File: src/rtl/mc_ctrl_fsm.sv
// Multicycle MIPS control unit: Moore FSM that sequences the datapath
// selects/enables per instruction class, with mem_ready wait states, a bus
// timeout, illegal-opcode trapping and a HALT instruction.
module mc_ctrl_fsm #(
  parameter int unsigned MEM_TIMEOUT = 16,
  parameter int unsigned CNT_W       = 8,
  parameter logic [5:0]  HALT_OP     = 6'b111111
) (
  input  logic       clk,
  input  logic       rst,
  input  logic [5:0] opcode,
  input  logic       zero,
  input  logic       mem_ready,
  output logic       pc_write,
  output logic       pc_write_cond,
  output logic       i_or_d,
  output logic       mem_read,
  output logic       mem_write,
  output logic       ir_write,
  output logic       mem_to_reg,
  output logic       reg_dst,
  output logic       reg_write,
  output logic       alu_src_a,
  output logic [1:0] alu_src_b,
  output logic [1:0] alu_op,
  output logic [1:0] pc_source,
  output logic [3:0] state,
  output logic       bus_err,
  output logic       illegal_op,
  output logic       halted
);

  localparam logic [5:0] OP_RTYPE = 6'b000000;
  localparam logic [5:0] OP_LW    = 6'b100011;
  localparam logic [5:0] OP_SW    = 6'b101011;
  localparam logic [5:0] OP_BEQ   = 6'b000100;
  localparam logic [5:0] OP_J     = 6'b000010;
  localparam logic [5:0] OP_ADDI  = 6'b001000;

  localparam logic [CNT_W-1:0] CNT_LAST = CNT_W'(MEM_TIMEOUT - 1);
  localparam logic [CNT_W-1:0] CNT_MAX  = '1;

  typedef enum logic [3:0] {
    S_FETCH  = 4'd0,  S_DECODE = 4'd1,  S_MEMADR = 4'd2,  S_MEMRD = 4'd3,
    S_MEMWB  = 4'd4,  S_MEMWR  = 4'd5,  S_EXEC   = 4'd6,  S_RWB   = 4'd7,
    S_BRANCH = 4'd8,  S_JUMP   = 4'd9,  S_IEXEC  = 4'd10, S_IWB   = 4'd11,
    S_HALT   = 4'd12, S_ERROR  = 4'd13
  } state_t;

  // Registered control word; 'fetch' qualifies the mem_ready-gated strobes.
  typedef struct packed {
    logic       pc_write;
    logic       pc_write_cond;
    logic       i_or_d;
    logic       mem_read;
    logic       mem_write;
    logic       mem_to_reg;
    logic       reg_dst;
    logic       reg_write;
    logic       alu_src_a;
    logic [1:0] alu_src_b;
    logic [1:0] alu_op;
    logic [1:0] pc_source;
    logic       fetch;
    logic       halted;
  } ctrl_t;

  function automatic ctrl_t decode(input state_t s);
    ctrl_t c;
    c = '0;
    case (s)
      S_FETCH:  begin c.mem_read = 1'b1; c.alu_src_b = 2'b01; c.fetch = 1'b1; end
      S_DECODE: c.alu_src_b = 2'b11;
      S_MEMADR: begin c.alu_src_a = 1'b1; c.alu_src_b = 2'b10; end
      S_MEMRD:  begin c.mem_read = 1'b1; c.i_or_d = 1'b1; end
      S_MEMWB:  begin c.reg_write = 1'b1; c.mem_to_reg = 1'b1; end
      S_MEMWR:  begin c.mem_write = 1'b1; c.i_or_d = 1'b1; end
      S_EXEC:   begin c.alu_src_a = 1'b1; c.alu_op = 2'b10; end
      S_RWB:    begin c.reg_write = 1'b1; c.reg_dst = 1'b1; end
      S_BRANCH: begin
        c.alu_src_a = 1'b1; c.alu_op = 2'b01;
        c.pc_write_cond = 1'b1; c.pc_source = 2'b01;
      end
      S_JUMP:   begin c.pc_write = 1'b1; c.pc_source = 2'b10; end
      S_IEXEC:  begin c.alu_src_a = 1'b1; c.alu_src_b = 2'b10; end
      S_IWB:    c.reg_write = 1'b1;
      S_HALT:   c.halted = 1'b1;
      default:  c = '0;
    endcase
    return c;
  endfunction

  state_t           state_reg, state_next;
  logic [CNT_W-1:0] cnt_reg, cnt_next;
  logic             bus_err_reg, bus_err_next;
  logic             illegal_op_reg, illegal_op_next;
  ctrl_t            ctrl_reg;
  logic             wait_state;

  // The ALU zero flag is consumed by the datapath's PC-write gate, not here.
  logic unused_zero;
  assign unused_zero = zero;

  assign wait_state = (state_reg == S_FETCH) || (state_reg == S_MEMRD) ||
                      (state_reg == S_MEMWR);

  // Next-state, wait-counter and sticky-flag logic.
  always_comb begin
    state_next      = state_reg;
    cnt_next        = '0;
    bus_err_next    = bus_err_reg;
    illegal_op_next = illegal_op_reg;
    case (state_reg)
      S_FETCH:  if (mem_ready) state_next = S_DECODE;
      S_DECODE: begin
        if (opcode == OP_RTYPE)                       state_next = S_EXEC;
        else if (opcode == OP_LW || opcode == OP_SW)  state_next = S_MEMADR;
        else if (opcode == OP_BEQ)                    state_next = S_BRANCH;
        else if (opcode == OP_J)                      state_next = S_JUMP;
        else if (opcode == OP_ADDI)                   state_next = S_IEXEC;
        else if (opcode == HALT_OP)                   state_next = S_HALT;
        else begin
          state_next      = S_ERROR;
          illegal_op_next = 1'b1;
        end
      end
      S_MEMADR: state_next = (opcode == OP_LW) ? S_MEMRD : S_MEMWR;
      S_MEMRD:  if (mem_ready) state_next = S_MEMWB;
      S_MEMWR:  if (mem_ready) state_next = S_FETCH;
      S_MEMWB, S_RWB, S_IWB, S_BRANCH, S_JUMP: state_next = S_FETCH;
      S_EXEC:   state_next = S_RWB;
      S_IEXEC:  state_next = S_IWB;
      S_HALT:   state_next = S_HALT;
      S_ERROR:  state_next = S_ERROR;
      default:  state_next = S_ERROR;
    endcase
    // A stalled memory access counts cycles; mem_ready in the last cycle wins.
    if (wait_state && !mem_ready) begin
      if (cnt_reg == CNT_LAST) begin
        state_next   = S_ERROR;
        bus_err_next = 1'b1;
      end else begin
        cnt_next = (cnt_reg == CNT_MAX) ? cnt_reg : cnt_reg + 1'b1;
      end
    end
  end

  // State, counter, flags and the registered control word for the next state.
  always_ff @(posedge clk or negedge rst) begin
    if (!rst) begin
      state_reg      <= S_FETCH;
      cnt_reg        <= '0;
      bus_err_reg    <= 1'b0;
      illegal_op_reg <= 1'b0;
      ctrl_reg       <= decode(S_FETCH);
    end else begin
      state_reg      <= state_next;
      cnt_reg        <= cnt_next;
      bus_err_reg    <= bus_err_next;
      illegal_op_reg <= illegal_op_next;
      ctrl_reg       <= decode(state_next);
    end
  end

  // Enables are squashed while reset is held so an in-flight access is dropped.
  assign pc_write      = rst & (ctrl_reg.pc_write | (ctrl_reg.fetch & mem_ready));
  assign ir_write      = rst & ctrl_reg.fetch & mem_ready;
  assign pc_write_cond = rst & ctrl_reg.pc_write_cond;
  assign mem_read      = rst & ctrl_reg.mem_read;
  assign mem_write     = rst & ctrl_reg.mem_write;
  assign reg_write     = rst & ctrl_reg.reg_write;
  assign i_or_d        = ctrl_reg.i_or_d;
  assign mem_to_reg    = ctrl_reg.mem_to_reg;
  assign reg_dst       = ctrl_reg.reg_dst;
  assign alu_src_a     = ctrl_reg.alu_src_a;
  assign alu_src_b     = ctrl_reg.alu_src_b;
  assign alu_op        = ctrl_reg.alu_op;
  assign pc_source     = ctrl_reg.pc_source;
  assign halted        = ctrl_reg.halted;
  assign state         = state_reg;
  assign bus_err       = bus_err_reg;
  assign illegal_op    = illegal_op_reg;

endmodule

File: config.mk
export PLATFORM = sky130hd
export DESIGN_NAME = mc_ctrl_fsm
export DESIGN_NICKNAME = d
export VERILOG_FILES = /design/src/rtl/mc_ctrl_fsm.sv
export SDC_FILE = /design/constraint.sdc
export NUM_CORES = 1
export LEC_CHECK = 0
export CAP_MARGIN = 20
export CORE_MARGIN = 5
export CORE_UTILIZATION = 45
export CTS_CLUSTER_SIZE = 28
export DETAILED_ROUTE_END_ITERATION = 16
export HOLD_SLACK_MARGIN = 0.02
export PLACE_DENSITY = 0.81
export SYNTH_ARGS = -nofsm -noshare
export SYNTH_HDL_FRONTEND = slang
export SYNTH_SLANG_ARGS = --single-unit
export TNS_END_PERCENT = 10
File: constraint.sdc
create_clock -name clk -period 3.2 [get_ports clk]
set_clock_uncertainty 0.05 [all_clocks]
set_input_delay 0.32 -clock clk [delete_from_list [all_inputs] [get_ports clk]]
set_output_delay 0.32 -clock clk [all_outputs]
set_load 0.01 [all_outputs]
==> run_results.csv <==
group,metric,value,unit
power_and_ir_drop,switchingPower,0.531,mW
global_route,grt_pass1_wl,6.04,mm
floorplanning,die_area,0.00500,mm^2
placement,hpwlAfterDp,2.70,mm
logic_synthesis,synth_seq_cells,28,
power_and_ir_drop,p_sw_share,37.5,%
detailed_routing,num_vias,1332,
cts,clock_sinks,28,
sta,tightest_slew,0.606,ns
sta,slew_headroom,59.3,%
power_and_ir_drop,seq_power_share,38.4,%
final_layout,largest_reg_flops,8,
cts,h-tree-depth,1,
sta,maxSlewViolCount,0,
power_and_ir_drop,combPwrFrac,46.7,%
logic_synthesis,yosysWarningCount,0,
sta,tns,0,ns
final_layout,drive_above_1_share,16.8,%
floorplanning,die_x,70.7,um
final_layout,antenna_cells,0,
detailed_routing,viasPerCell,5.74,
placement,dpl_worst_slack,0.656,ns
power_and_ir_drop,power_density,701,mW/mm^2
detailed_routing,initialDrtViolationCount,61,
cts,clock_latency,0.27,ns
floorplanning,start_util,46.0,%
sta,max_freq,0.434,GHz
final_layout,final_cell_mix,"clkdlybuf4s50_1 (31), dfrtp_1 (25), nor2_1 (11), nor3_1 (10)",
run,max-cap-violations,0,
detailed_routing,wl_per_cell,14.9,um
logic_synthesis,async_flop_share,100,%
power_and_ir_drop,clock_power_share,15.0,%
status,outcome,"completed",
floorplanning,fp.dieH,70.7,um
power_and_ir_drop,vdd_drop_max,0.424,mV
min_path,min_path_type,"primary input to async pin",
placement,placed_cells,228,
sta,period_share,72.0,%
sta,rsz0062_at_grt,"false",
critical_path,critPathCaptureType,"primary output",
power_and_ir_drop,p_leak,0.798,nW
sta,hold_violations,0,
final_layout,final_common_cell,"clkdlybuf4s50_1",
logic_synthesis,syn_avg_cell_area,10.4,um^2
global_route,first_global_vias,1339,
placement,globalplace.congestion,0.803,
floorplanning,fp.coreArea,0.00361,mm^2
placement,io_buffers,31,
critical_path,worst_path_max_delay_cell,"clkdlybuf4s50_1",
floorplanning,ios,33,
global_route,grtUsageTotal,14.6,%
global_route,grt_max_degree,17,
logic_synthesis,synthesis.nets,170,
critical_path,arrival,1.93,ns
logic_synthesis,postSynthCellCount,159,
logic_synthesis,synth.distinct_cells,51,
cts,clk_pin_slew,0.08,ns
logic_synthesis,synth_flop_cell,"dfrtp_1",
global_route,antenna_found_initial,0,
critical_path,worstPathCellList,"clkdlybuf4s50_1, and3_1, clkdlybuf4s50_1",
critical_path,max_stage_delay,0.84,ns
cts,max-clock-path-buffers,2,
cts,cts_tree,"yes",
cts,cts_buffers,3,
cts,root_buffer,"clkbuf_8",
detailed_routing,drc_errors,0,
detailed_routing,dr.pass1.iters,5,
logic_synthesis,synth_area,0.00166,mm^2
critical_path,cpMostUsedCell,"clkdlybuf4s50_1",
cts,cts_resized,0,
detailed_routing,ant_nets,0,
sta,setup_viol,0,
sta,fin_ws,0.896,ns
final_layout,area_growth,21.9,%
power_and_ir_drop,p_int,0.885,mW
critical_path,start_kind,"primary input",
cts,cts_hold_buf,0,
logic_synthesis,seq_area_frac_synth,42.5,%
critical_path,required,2.83,ns
detailed_routing,wl,3.46,mm
floorplanning,rows,22,
final_layout,nNetsFinal,196,
cts,cts.repair_timing.setup_buffer_count,0,
critical_path,crit_fanout,15,
global_route,gr-total-overflow,0,
sta,min_period,2.30,ns
critical_path,crit_type,"primary input to primary output",
logic_synthesis,synth_edf_count,0,
final_layout,fin_cells,232,
-- worst paths after layout --
path | cells past startpoint | startpoint | endpoint | slack [ns]
worst max register to register | 5 | state[2]$_DFF_PN0_ | pc_source[1]$_DFF_PN0_ | 0.93
min in group clk | 2 | illegal_op$_DFFE_PN0P_ | illegal_op$_DFFE_PN0P_ | 0.44
worst min-delay path | 1 | rst | alu_op[1]$_DFF_PN0_ | 0.37
worst max-delay path | 3 | rst | ir_write | 0.90
worst min register to register | 2 | illegal_op$_DFFE_PN0P_ | illegal_op$_DFFE_PN0P_ | 0.44
max in group asynchronous | 2 | rst | ctrl_reg[1]$_DFF_PN1_ | 2.11
-- worst max-delay path, delay by kind of cell --
kind / cells / cell delay [ns]
buffers and inverters: 2 / 1.37
and+or+nand+nor: 1 / 0.24
-- power by group through the flow --
stage | sequential, mW | clock [mW] | combinational (mW)
floorplan | 0.510 | 0 | 0.511
global placement | 0.544 | 0 | 0.646
detailed placement | 0.550 | 0 | 0.663
CTS | 0.542 | 0.219 | 0.670
global route | 0.560 | 0.233 | 0.728
finish | 0.543 | 0.212 | 0.661
-- stage by stage --
stage | hold WS (ns) | util, % | area [um^2] | total power, mW
2_1_floorplan | -0.0256 | - | 1660 | 1.02
3_3_place_gp | 0.415 | 54.5 | 1970 | 1.19
3_5_place_dp | 0.421 | 54.5 | 1970 | 1.21
4_1_cts | 0.392 | 56.0 | 2020 | 1.43
5_1_grt | 0.410 | 56.0 | 2020 | 1.52
6_report | 0.374 | 56.0 | 2020 | 1.42
-- area by class of cell --
cell class | instances | area, um^2
Timing Repair Buffer | 34 | 333
Multi-Input combinational cell | 112 | 846
Fill cell | 314 | 1590
Sequential cell | 28 | 704
Clock buffer | 4 | 55.1
Tap cell | 48 | 60.1
Inverter | 6 | 22.5
-- synth_stat cells (2+ instances only) --
| master | number | area (um^2) |
|---|---|---|
| a211oi_1 | 3 | 22.5 |
| a21oi_1 | 3 | 15.0 |
| and2_1 | 6 | 37.5 |
| and3_1 | 2 | 12.5 |
| buf_2 | 5 | 25.0 |
| buf_4 | 8 | 60.1 |
| dfrtp_1 | 25 | 626 |
| dfstp_2 | 3 | 78.8 |
| inv_1 | 4 | 15.0 |
| inv_2 | 2 | 7.51 |
| nand2_1 | 5 | 18.8 |
| nand2b_1 | 3 | 18.8 |
| nand3_1 | 5 | 25.0 |
| nor2_1 | 11 | 41.3 |
| nor2b_1 | 4 | 25.0 |
| nor3_1 | 10 | 50.1 |
| nor3b_2 | 3 | 37.5 |
| nor4_1 | 4 | 25.0 |
| nor4b_2 | 5 | 75.1 |
| o211ai_1 | 3 | 22.5 |
| o211ai_2 | 2 | 25.0 |
| o21a_1 | 3 | 22.5 |
| o21ai_0 | 6 | 30.0 |
| o31ai_1 | 2 | 15.0 |
| o32ai_1 | 2 | 17.5 |
| or3_1 | 2 | 12.5 |
| xnor2_1 | 3 | 26.3 |
| xor2_1 | 2 | 17.5 |
-- layer usage --
metal	track usage, %	wire length [um]
met5	0	0
met3	3.27	166
met1	18.1	1440
met2	25.3	1830
met4	4.38	23
-- logic make-up after synthesis --
| group | after synthesis | share of synthesized area [%] |
|---|---|---|
| mux | 1 | 0.604 |
| xor+xnor | 5 | 2.64 |
| buf+inv | 19 | 6.49 |
| compound gates | 36 | 18.9 |
| flops | 28 | 42.5 |
| simple gates | 69 | 28.2 |
| fa+ha+maj | 1 | 0.755 |
(Power assumes the default switching activity.)
